--- config.mk ---
export PLATFORM = sky130hd
export DESIGN_NAME = segment_txt_scroll
export DESIGN_NICKNAME = d
export VERILOG_FILES = /design/src/rtl/segment_txt_scroll.sv
export SDC_FILE = /design/constraint.sdc
export NUM_CORES = 1
export LEC_CHECK = 0
export BUFFER_PORTS_ARGS = -buffer_cell sky130_fd_sc_hd__buf_2
export CORE_ASPECT_RATIO = 0.5
export CORE_MARGIN = 4
export CORE_UTILIZATION = 50
export CTS_CLUSTER_DIAMETER = 200
export CTS_CLUSTER_SIZE = 20
export DETAILED_ROUTE_END_ITERATION = 7
export PLACE_DENSITY = 0.66
export SYNTH_ARGS = -nofsm -noshare
export SYNTH_HDL_FRONTEND = slang
export SYNTH_SLANG_ARGS = --single-unit
--- constraint.sdc ---
create_clock -name i_clk -period 5.14 [get_ports i_clk]
set_input_delay 0.514 -clock i_clk [delete_from_list [all_inputs] [get_ports i_clk]]
set_output_delay 0.514 -clock i_clk [all_outputs]
set_load 0.05 [all_outputs]
--- src/rtl/segment_txt_scroll.sv ---
// Message buffer, digit scanner and scroller feeding a 7-segment character table.
// Optional blink feature: define SEGMENT_TXT_SCROLL_BLINK_EN to add i_blink and BLINK_DIV.
module segment_txt_scroll #(
    parameter int DIGITS     = 8,
    parameter int MSG_DEPTH  = 32,
    parameter int SCAN_DIV   = 50000,
    parameter int SCROLL_DIV = 25000000
`ifdef SEGMENT_TXT_SCROLL_BLINK_EN
    ,
    parameter int BLINK_DIV  = 12500000
`endif
) (
    input  logic                             i_clk,
    input  logic                             i_rst_n,
    input  logic                             i_wr_valid,
    output logic                             o_wr_ready,
    input  logic [5:0]                       i_wr_char,
    input  logic                             i_wr_last,
    input  logic                             i_clear,
    input  logic                             i_run,
`ifdef SEGMENT_TXT_SCROLL_BLINK_EN
    input  logic                             i_blink,
`endif
    output logic [5:0]                       o_val,
    output logic [DIGITS-1:0]                o_dig,
    output logic [$clog2(MSG_DEPTH+1)-1:0]   o_len
);

    localparam int LEN_W    = $clog2(MSG_DEPTH + 1);
    localparam int ADDR_W   = (MSG_DEPTH > 1) ? $clog2(MSG_DEPTH) : 1;
    localparam int DIG_W    = (DIGITS > 1) ? $clog2(DIGITS) : 1;
    localparam int SCAN_W   = $clog2(SCAN_DIV);
    localparam int SCROLL_W = $clog2(SCROLL_DIV);
    localparam int IDX_W    = LEN_W + DIG_W;
    localparam logic [5:0] BLANK = 6'h3F;

    typedef enum logic [1:0] {
        IDLE,
        LOAD,
        SHOW
    } state_t;

    state_t                state_q, state_d;
    logic [LEN_W-1:0]      wr_ptr_q, wr_ptr_d;
    logic [LEN_W-1:0]      len_q, len_d;
    logic [LEN_W-1:0]      offset_q, offset_d;
    logic [SCAN_W-1:0]     scan_cnt_q, scan_cnt_d;
    logic [SCROLL_W-1:0]   scroll_cnt_q, scroll_cnt_d;
    logic [DIG_W-1:0]      dig_idx_q, dig_idx_d;
    logic                  upd_q, upd_d;
    logic [5:0]            val_q, val_d;
    logic [DIGITS-1:0]     dig_sel_q, dig_sel_d;

    logic [5:0]            mem_q [MSG_DEPTH];
    logic                  mem_we;
    logic [ADDR_W-1:0]     mem_addr;
    logic [5:0]            mem_wdata;

    logic                  scrolls;
    logic                  wr_ready;
    logic                  accept;
    logic [LEN_W-1:0]      wr_base;
    logic [LEN_W-1:0]      wr_count;
    logic                  commit;
    logic [IDX_W-1:0]      win_idx;
    logic                  show_char;
    logic [5:0]            val_sel;

`ifdef SEGMENT_TXT_SCROLL_BLINK_EN
    localparam int BLINK_W = $clog2(BLINK_DIV);
    logic [BLINK_W-1:0]    blink_cnt_q, blink_cnt_d;
    logic                  blink_off_q, blink_off_d;
`endif

    always_comb begin
        scrolls  = int'(len_q) > DIGITS;
        // Refuse new text only while a long message is mid-scroll, so the window never tears.
        wr_ready = !i_clear &&
                   (state_q != SHOW || !i_run || offset_q == '0 || !scrolls);
        accept   = i_wr_valid && wr_ready;
        wr_base  = (state_q == LOAD) ? wr_ptr_q : '0;
        wr_count = wr_base + LEN_W'(1);
        commit   = i_wr_last || (wr_count == LEN_W'(MSG_DEPTH));
    end

    always_comb begin
        win_idx = IDX_W'(offset_q) + IDX_W'(dig_idx_q);
        if (win_idx >= IDX_W'(len_q) + IDX_W'(1)) begin
            win_idx = win_idx - (IDX_W'(len_q) + IDX_W'(1));
        end
        // Short messages sit left-aligned; long ones show the trailing blank at index len.
        if (scrolls) begin
            show_char = win_idx != IDX_W'(len_q);
        end else begin
            show_char = IDX_W'(dig_idx_q) < IDX_W'(len_q);
        end
        val_sel = BLANK;
        if (state_q == SHOW && show_char) begin
            val_sel = mem_q[win_idx[ADDR_W-1:0]];
        end
`ifdef SEGMENT_TXT_SCROLL_BLINK_EN
        if (state_q == SHOW && i_blink && blink_off_q) begin
            val_sel = BLANK;
        end
`endif
    end

    always_comb begin
        state_d      = state_q;
        wr_ptr_d     = wr_ptr_q;
        len_d        = len_q;
        offset_d     = offset_q;
        scroll_cnt_d = scroll_cnt_q;
        scan_cnt_d   = scan_cnt_q;
        dig_idx_d    = dig_idx_q;
        upd_d        = 1'b0;
        val_d        = val_q;
        dig_sel_d    = dig_sel_q;
        mem_we       = 1'b0;
        mem_addr     = wr_base[ADDR_W-1:0];
        mem_wdata    = i_wr_char;

        if (scan_cnt_q == SCAN_W'(SCAN_DIV - 1)) begin
            scan_cnt_d = '0;
            dig_idx_d  = (dig_idx_q == DIG_W'(DIGITS - 1)) ? '0 : dig_idx_q + DIG_W'(1);
            upd_d      = 1'b1;
        end else begin
            scan_cnt_d = scan_cnt_q + SCAN_W'(1);
        end

        // Output registers refresh one clock after the digit index moves.
        if (upd_q) begin
            val_d     = val_sel;
            dig_sel_d = ~(DIGITS'(1) << dig_idx_q);
        end

        if (i_clear) begin
            state_d      = IDLE;
            wr_ptr_d     = '0;
            len_d        = '0;
            offset_d     = '0;
            scroll_cnt_d = '0;
        end else if (accept) begin
            mem_we = 1'b1;
            if (commit) begin
                state_d      = SHOW;
                wr_ptr_d     = '0;
                len_d        = wr_count;
                offset_d     = '0;
                scroll_cnt_d = '0;
            end else begin
                state_d  = LOAD;
                wr_ptr_d = wr_count;
                if (state_q != LOAD) begin
                    len_d    = '0;
                    offset_d = '0;
                end
            end
        end else if (state_q == SHOW && scrolls && i_run) begin
            if (scroll_cnt_q == SCROLL_W'(SCROLL_DIV - 1)) begin
                scroll_cnt_d = '0;
                offset_d     = (offset_q + LEN_W'(1) == len_q) ? '0 : offset_q + LEN_W'(1);
            end else begin
                scroll_cnt_d = scroll_cnt_q + SCROLL_W'(1);
            end
        end
    end

`ifdef SEGMENT_TXT_SCROLL_BLINK_EN
    // Phase counter held at zero while blink is off so blinking always starts visible.
    always_comb begin
        blink_cnt_d = blink_cnt_q;
        blink_off_d = blink_off_q;
        if (!i_blink) begin
            blink_cnt_d = '0;
            blink_off_d = 1'b0;
        end else if (blink_cnt_q == BLINK_W'(BLINK_DIV - 1)) begin
            blink_cnt_d = '0;
            blink_off_d = !blink_off_q;
        end else begin
            blink_cnt_d = blink_cnt_q + BLINK_W'(1);
        end
    end

    always_ff @(posedge i_clk or negedge i_rst_n) begin
        if (!i_rst_n) begin
            blink_cnt_q <= '0;
            blink_off_q <= 1'b0;
        end else begin
            blink_cnt_q <= blink_cnt_d;
            blink_off_q <= blink_off_d;
        end
    end
`endif

    always_ff @(posedge i_clk or negedge i_rst_n) begin
        if (!i_rst_n) begin
            state_q      <= IDLE;
            wr_ptr_q     <= '0;
            len_q        <= '0;
            offset_q     <= '0;
            scan_cnt_q   <= '0;
            scroll_cnt_q <= '0;
            dig_idx_q    <= '0;
            upd_q        <= 1'b0;
            val_q        <= BLANK;
            dig_sel_q    <= '1;
        end else begin
            state_q      <= state_d;
            wr_ptr_q     <= wr_ptr_d;
            len_q        <= len_d;
            offset_q     <= offset_d;
            scan_cnt_q   <= scan_cnt_d;
            scroll_cnt_q <= scroll_cnt_d;
            dig_idx_q    <= dig_idx_d;
            upd_q        <= upd_d;
            val_q        <= val_d;
            dig_sel_q    <= dig_sel_d;
        end
    end

    always_ff @(posedge i_clk) begin
        if (mem_we) begin
            mem_q[mem_addr] <= mem_wdata;
        end
    end

    assign o_wr_ready = wr_ready;
    assign o_val      = val_q;
    assign o_dig      = dig_sel_q;
    assign o_len      = len_q;

endmodule

* Yosys cells after proc, flatten, opt, wreduce, memory -nomap -nowiden
Memory sizes are Yosys's and may differ from the RTL's.
Cells that the tools add are included.
** Cells by class
- Add/sub/neg operators :: 8
- Reduce and logical (&&, ||, !) cells :: 20
- Magnitude comparators :: 3
- Bitwise operators :: 1
- Shifts and indexed selects :: 1
- Equal/unequal tests :: 12
- Muxes and demuxes :: 32
** Operators by type and width (number)
- 25-bit two-way mux :: 5
- 6-bit two-way mux :: 15
- 25-bit by 1-bit adder with 25-bit output, second input constant :: 1
- 25-bit == test, second input constant :: 1
- 16-bit by 1-bit adder with 16-bit output, second input constant :: 1
- 16-bit == test, second input constant :: 1
- 16-bit two-way mux :: 1
- 6-bit by 1-bit adder with 6-bit output, second input constant :: 2
- 7-bit by 9-bit >= comparator with 1-bit output :: 1
- 9-bit two-way mux :: 1
- 9-bit by 6-bit inequality test with 1-bit output :: 1
- 3-bit nonzero test :: 3
- 8-bit inverter :: 1
- 1-bit by 3-bit left shift with 8-bit output, first input constant :: 1
- 7-bit by 7-bit subtractor with 8-bit output :: 1
- 6-bit by 1-bit adder with 7-bit output, second input constant :: 1
- 6-bit by 3-bit adder with 7-bit output :: 1
- 6-bit == test :: 1
- 6-bit == test, second input constant :: 1
- 6-bit by 4-bit > comparator with 1-bit output, second input constant :: 1
- 6-bit zero test :: 1
- 3-bit by 6-bit < comparator with 1-bit output :: 1
- 1-bit two-way mux :: 6
- 2-bit two-way mux :: 3
- other kinds (15) :: 25
** Word-level totals
- Logic and storage cells :: 88
- Output and inout bits :: 21
- Memories :: 1
- Bits of input ports :: 12
- Bits in registers :: 79
- RAM bits :: 192
** Memory list
- mem_q :: depth 32, bits a word 6, read ports 1, clocked after memory_dff 0, write ports 1, line 54 : logic [5:0] mem_q [MSG_DEPTH];

* Logic depth before layout (Yosys ltp)
- Depth after elaboration :: 10
- Depth in mapped cells :: 20
- Mapped depth without buffers :: 16

* Worst setup path before layout
No wires, ideal clock.
- Kind :: register to register
- Start point :: reg len_q[3], in the netlist o_len[3]
- End point :: reg val_q[3], in the netlist o_val[3]
- Arrival time :: 3.765 ns
- Setup time :: 0.080 ns
- Stages on the path, launching flop included :: 18
- Path buffers :: 4
- Required time :: 5.060 ns
- Slack :: 1.295 ns
- Clock period less this slack :: 3.845 ns
- Cells stage by stage :: dfrtp_1 -> clkbuf_1 -> and3_1 -> nand3_1 -> xor2_1 -> ha_1 -> and4_1 -> o21a_1 -> a21o_1 -> buf_6 -> mux2i_4 -> buf_6 -> buf_6 -> mux2i_1 -> mux2i_1 -> a32oi_1 -> nand3_1 -> o221a_2
** On the way
- Longest elaborated chain between the ends :: 7
- Elaborated cells on any way between the ends :: 11
- Those cells by class :: add/sub (2); order compare (3); eq/ne (1); mux (3); reduce/logical (1); memory (1)
** RTL lines
- from (decl) :: line 45 : logic [LEN_W-1:0] len_q, len_d;
- from (signal assigned) :: line 211 : len_q <= len_d;
- branches (longest 6 deep; another with 7-bit by 9-bit >= comparator with 1-bit output)
- 6-bit two-way mux (*) :: line 98 : if (state_q == SHOW && show_char) begin
- to (signal assigned) :: line 217 : val_q <= val_d;
- to (decl) :: line 51 : logic [5:0] val_q, val_d;
Mark *: on every way between the ends.
A chain may end at the register's enable or synchronous reset.

* Worst setup path in the final report
- Start point :: reg offset_q[0]
- End point :: reg val_q[2], in the netlist o_val[2]
** On the way
- Longest elaborated chain between the ends :: 7
- Elaborated cells on any way between the ends :: 9
- Those cells by class :: add/sub (2); order compare (1); eq/ne (1); mux (3); reduce/logical (1); memory (1)
** RTL lines
- from (decl) :: line 46 : logic [LEN_W-1:0] offset_q, offset_d;
- from (signal assigned) :: line 212 : offset_q <= offset_d;
- 6-bit by 3-bit adder with 7-bit output (*) :: line 87 : win_idx = IDX_W'(offset_q) + IDX_W'(dig_idx_q);
- 7-bit by 9-bit >= comparator with 1-bit output / 7-bit by 7-bit subtractor with 8-bit output (equally long branches) :: line 88, 89
- 9-bit two-way mux (*) :: line 88 : if (win_idx >= IDX_W'(len_q) + IDX_W'(1)) begin
- branches (longest 3 deep; another with memory read 32 x 6 bit)
- 6-bit two-way mux (*) :: line 98
Marks and branches as above.

==> flow_summary.toml <==
[cts]
clk_root_buffer_cell = "clkbuf_16"
cts_tree = "done"
insertion_delay_ns = 0.51
clk_path_buf_depth = 3
clock_tree.htree_level_count = 1
cts.reportedPaths.clkPinSlew_ns = 0.09
number_of_hold_repair_buffers_added_at_the_cts_stage = 0
cts_inserted_buffers = 17
cts_sinks = 271

[critical_path]
worstReg2RegStart = "offset_q[0]$_DFFE_PN0P_"
timing.critical_path.from_type = "flip-flop"
worst_path_dominant_cell_family = "compound AO/OA/AOI/OAI gates"
critPathBufInv = 3
critical_path_class = "reg2reg"
r2r_setup_slk_ns = 0.45
cpPeakStageDelay_ns = 0.47
worstRegToRegCells = 18
critical-path-slowest-cell = "dfrtp_1"
end_of_the_worst_register_to_register_path = "o_val[2]$_DFFE_PN1P_"
critical_path_depth = 18
setup.worst_path.start = "offset_q[0]$_DFFE_PN0P_"
path_cells = "ha_1 > inv_1 > fa_1 > nor2b_1 > o21ai_0 > xnor2_1 > ha_1 > and4_1 > o21a_1 > a21o_2 > mux2i_4 > buf_12 > nor2_2 > buf_4 > a311oi_1 > nand3_1 > nand3_1 > o221a_1"
cp-end-kind = "flip-flop"
crit_end = "o_val[2]$_DFFE_PN1P_"
critical_path.max_fanout = 42
timing.critical_path.arrival_ns = 5.14
cp.required_ns = 5.59

[sta]
timing_worst_slew_pin_value_ns = 1.033
slew_headroom_pct = 31.14
final_report_max_slew_violation_count = 0
post_route_worst_setup_slack_ns = 0.4523
rsz0062_at_grt = "false"
post-route-period-util_pct = 91.20
final_hold_viol_count = 0
tns_ns = 0
highest_attainable_clock_frequency_ghz = 0.2133
finalSetupViolations = 0
finClkSkew_ns = 0.01912
period_needed_ns = 4.688

[flow_run]
maxCapViolations = 0

[placement]
hpwl_after_dpl_mm = 19.73
number_of_port_buffers = 32
place.gp.congestion = 0.8894
dp_slack_ns = 0.2903

[synthesis]
synth.avg_cell_area_sq_um = 11.65
synth-seq-cells = 271
post_synth_instance_area_sq_um = 12780
synth_top_area_share_pct = 45.13
dominant_combinational_cell_family_by_area_after_synthesis = "simple AND/OR/NAND/NOR gates"
synth-simple-area-share_pct = 16.26
synth.most_common_cell = "edfxtp_1"
synth_top_flop_cell = "edfxtp_1"
syn_inst = 1097
compound_gate_portion_of_the_synthesized_area_pct = 9.960
syn_nets = 1139
yosysTopAreaCell = "edfxtp_1"
seq_area_frac_synth_pct = 60.74
synthMuxAreaShare_pct = 3.183
yosys-top-cells-area = "edfxtp_1 (45%), dfrtp_1 (13%), nand2_1 (5.0%)"
yosys.cell_types.count = 78
synthArstFlopShare_pct = 29.15
synth_fa_ha_area_share_pct = 3.056
yosys_warnings = 0
synth.cells.most_frequent = "edfxtp_1 (192), nand2_1 (171), nor2_1 (94)"
synth_xor_xnor_area_share_pct = 3.496
synth_enable_flop_cells = 192

[pwr]
leakagePower_nw = 5.096
power_per_cell_area_nw_per_um2 = 352.2
peakVddDrop_mv = 0.1918

[global_route]
gr-total-overflow = 0
first_global_vias = 8487
grt.total_usage_pct = 21.62
grt_pass1_wl_mm = 47.70
initial_antenna_violation_count = 0
grt_max_degree = 80

[die]
fp.dieH_microns = 121.0
horiz_die_dim_microns = 234.1
core_region_area_sq_um = 25190
floorplan.initialDensity_pct = 50.72
die_area_sq_um = 28330
rows = 41
ios = 33

[cells_and_area]
antenna-diode-count = 0
post-route-util_pct = 54.83
fillCellCount = 2127
final-seq-area_sq_um = 7760
count_of_nets_after_finishing = 1161
syn_to_final_growth_pct = 8.089
drive_gt1_share_pct = 10.35
multi_input_area_sq_um = 4614

[run_status]
outcome = "finished clean"

[detailed_routing]
drc = 0
route.vias.total = 8715
detailed_router_iteration_count_before_antenna_repair = 5
wl_per_cell_microns = 20.91
residual_antenna_violating_net_count_after_detailed_routing = 0
post_drt_via_cell_ratio = 5.912
dr.first_iter.drc_count = 1101
routed_wirelength_mm = 30.82

[worst_hold_path]
hp-class = "in2async"
worst min-delay path by stage:
stage,start,endpoint,slack [ns],cells after the start
floorplan,i_rst_n,dig_idx_q[0]$_DFFE_PN0P_,0.22,0
global placement,scan_cnt_q[0]$_DFF_PN0_,scan_cnt_q[0]$_DFF_PN0_,0.45,1
detailed placement,o_dig[7]$_DFFE_PN1P_,o_dig[7]$_DFFE_PN1P_,0.46,2
CTS,i_rst_n,scroll_cnt_q[10]$_DFFE_PN0P_,0.22,1
global route,i_rst_n,scroll_cnt_q[10]$_DFFE_PN0P_,0.25,1
finish,i_rst_n,scroll_cnt_q[18]$_DFFE_PN0P_,0.18,1
cell usage in the layout, fill, tap and decap left out, types with 4 or more instances in the layout:
cell type and instances:
clkbuf_16 17, xnor2_1 19, nor2_1 94, dfstp_2 14, o21ai_0 30, nand3_1 87
buf_12 5, mux2i_1 31, buf_2 31, nand2_1 171, nand4_1 19, o2111ai_1 7
a221oi_1 4, o21ai_1 6, edfxtp_1 192, or3_1 6, and3_1 14, a2111oi_0 5
o221a_1 5, a21o_1 6, inv_1 28, o21a_1 4, clkbuf_1 11, dfrtp_1 65
o31ai_1 6, a22o_1 9, and2_1 4, a211oi_1 13, buf_4 21, nor3_1 13
nand2b_1 11, nand3b_1 7, a21oi_1 31, a31oi_1 8, a311oi_1 7, xor2_1 32
nor2b_1 12, ha_1 28
repair_timing:
item	CTS	global route
buffers inserted	0	11
endpoints found under the setup margin	0	6
resized for setup	0	1
power breakdown:
group / total (W) / internal [W] / leakage (nW) / switching (W)
clock network: 0.00136 / 0.000635 / 0.233 / 0.000728
registers: 0.00236 / 0.00235 / 2.76 / 0.00000702
logic: 0.00115 / 0.000385 / 2.10 / 0.000761
total: 0.00486 / 0.00337 / 5.10 / 0.00150
flip-flops by register name, indices dropped and copies added, names as in the netlist:
name          cells
o_val             6
upd_q             1
o_dig             8
o_len             6
state_q           2
dig_idx_q         3
wr_ptr_q          6
scroll_cnt_q     25
mem_q           192
offset_q          6
scan_cnt_q       16
through the flow:
step                      area (sq um)  cells  power [W]  hold slack [ns]
final                            13810   1474   0.004864           0.1775
after floorplan                  12780   1097   0.003136           0.2184
after global routing             13810   1474   0.005055           0.2536
after CTS                        13690   1462   0.004798           0.2180
after global placement           13210   1432   0.003436           0.4468
after detailed placement         13210   1432   0.003450           0.4635
area by class of cell:
| class | count | share of cell area, % |
|---|---|---|
| sequential | 271 | 56.19 |
| tap | 344 | 3.117 |
| clock buffer | 28 | 3.380 |
| clock inverter | 2 | 0.1450 |
| timing repair buffer | 57 | 2.990 |
| multi-input combinational | 744 | 33.41 |
| inverter | 28 | 0.7611 |
metal layers:
metal | share of wire (%) | wire, microns | up-vias | global-route usage (%)
met2 | 46 | 14090 | 321 | 34.48
met3 | 7.8 | 2417 | 52 | 3.213
met1 | 44 | 13540 | 4302 | 31.54
li1 | - | - | 4040 | -
met4 | 2.5 | 777 | 0 | 5.226
met5 | 0 | 0 | - | 0
cell families after synthesis:
group                    Yosys count
AND/OR/NAND/NOR                  453
flip-flops                       271
AO/OA/AOI/OAI                    172
buffers and inverters             83
XOR/XNOR                          51
multiplexers                      37
adder cells (fa/ha/maj)           30
No activity file was read; power rests on OpenSTA's default activity.
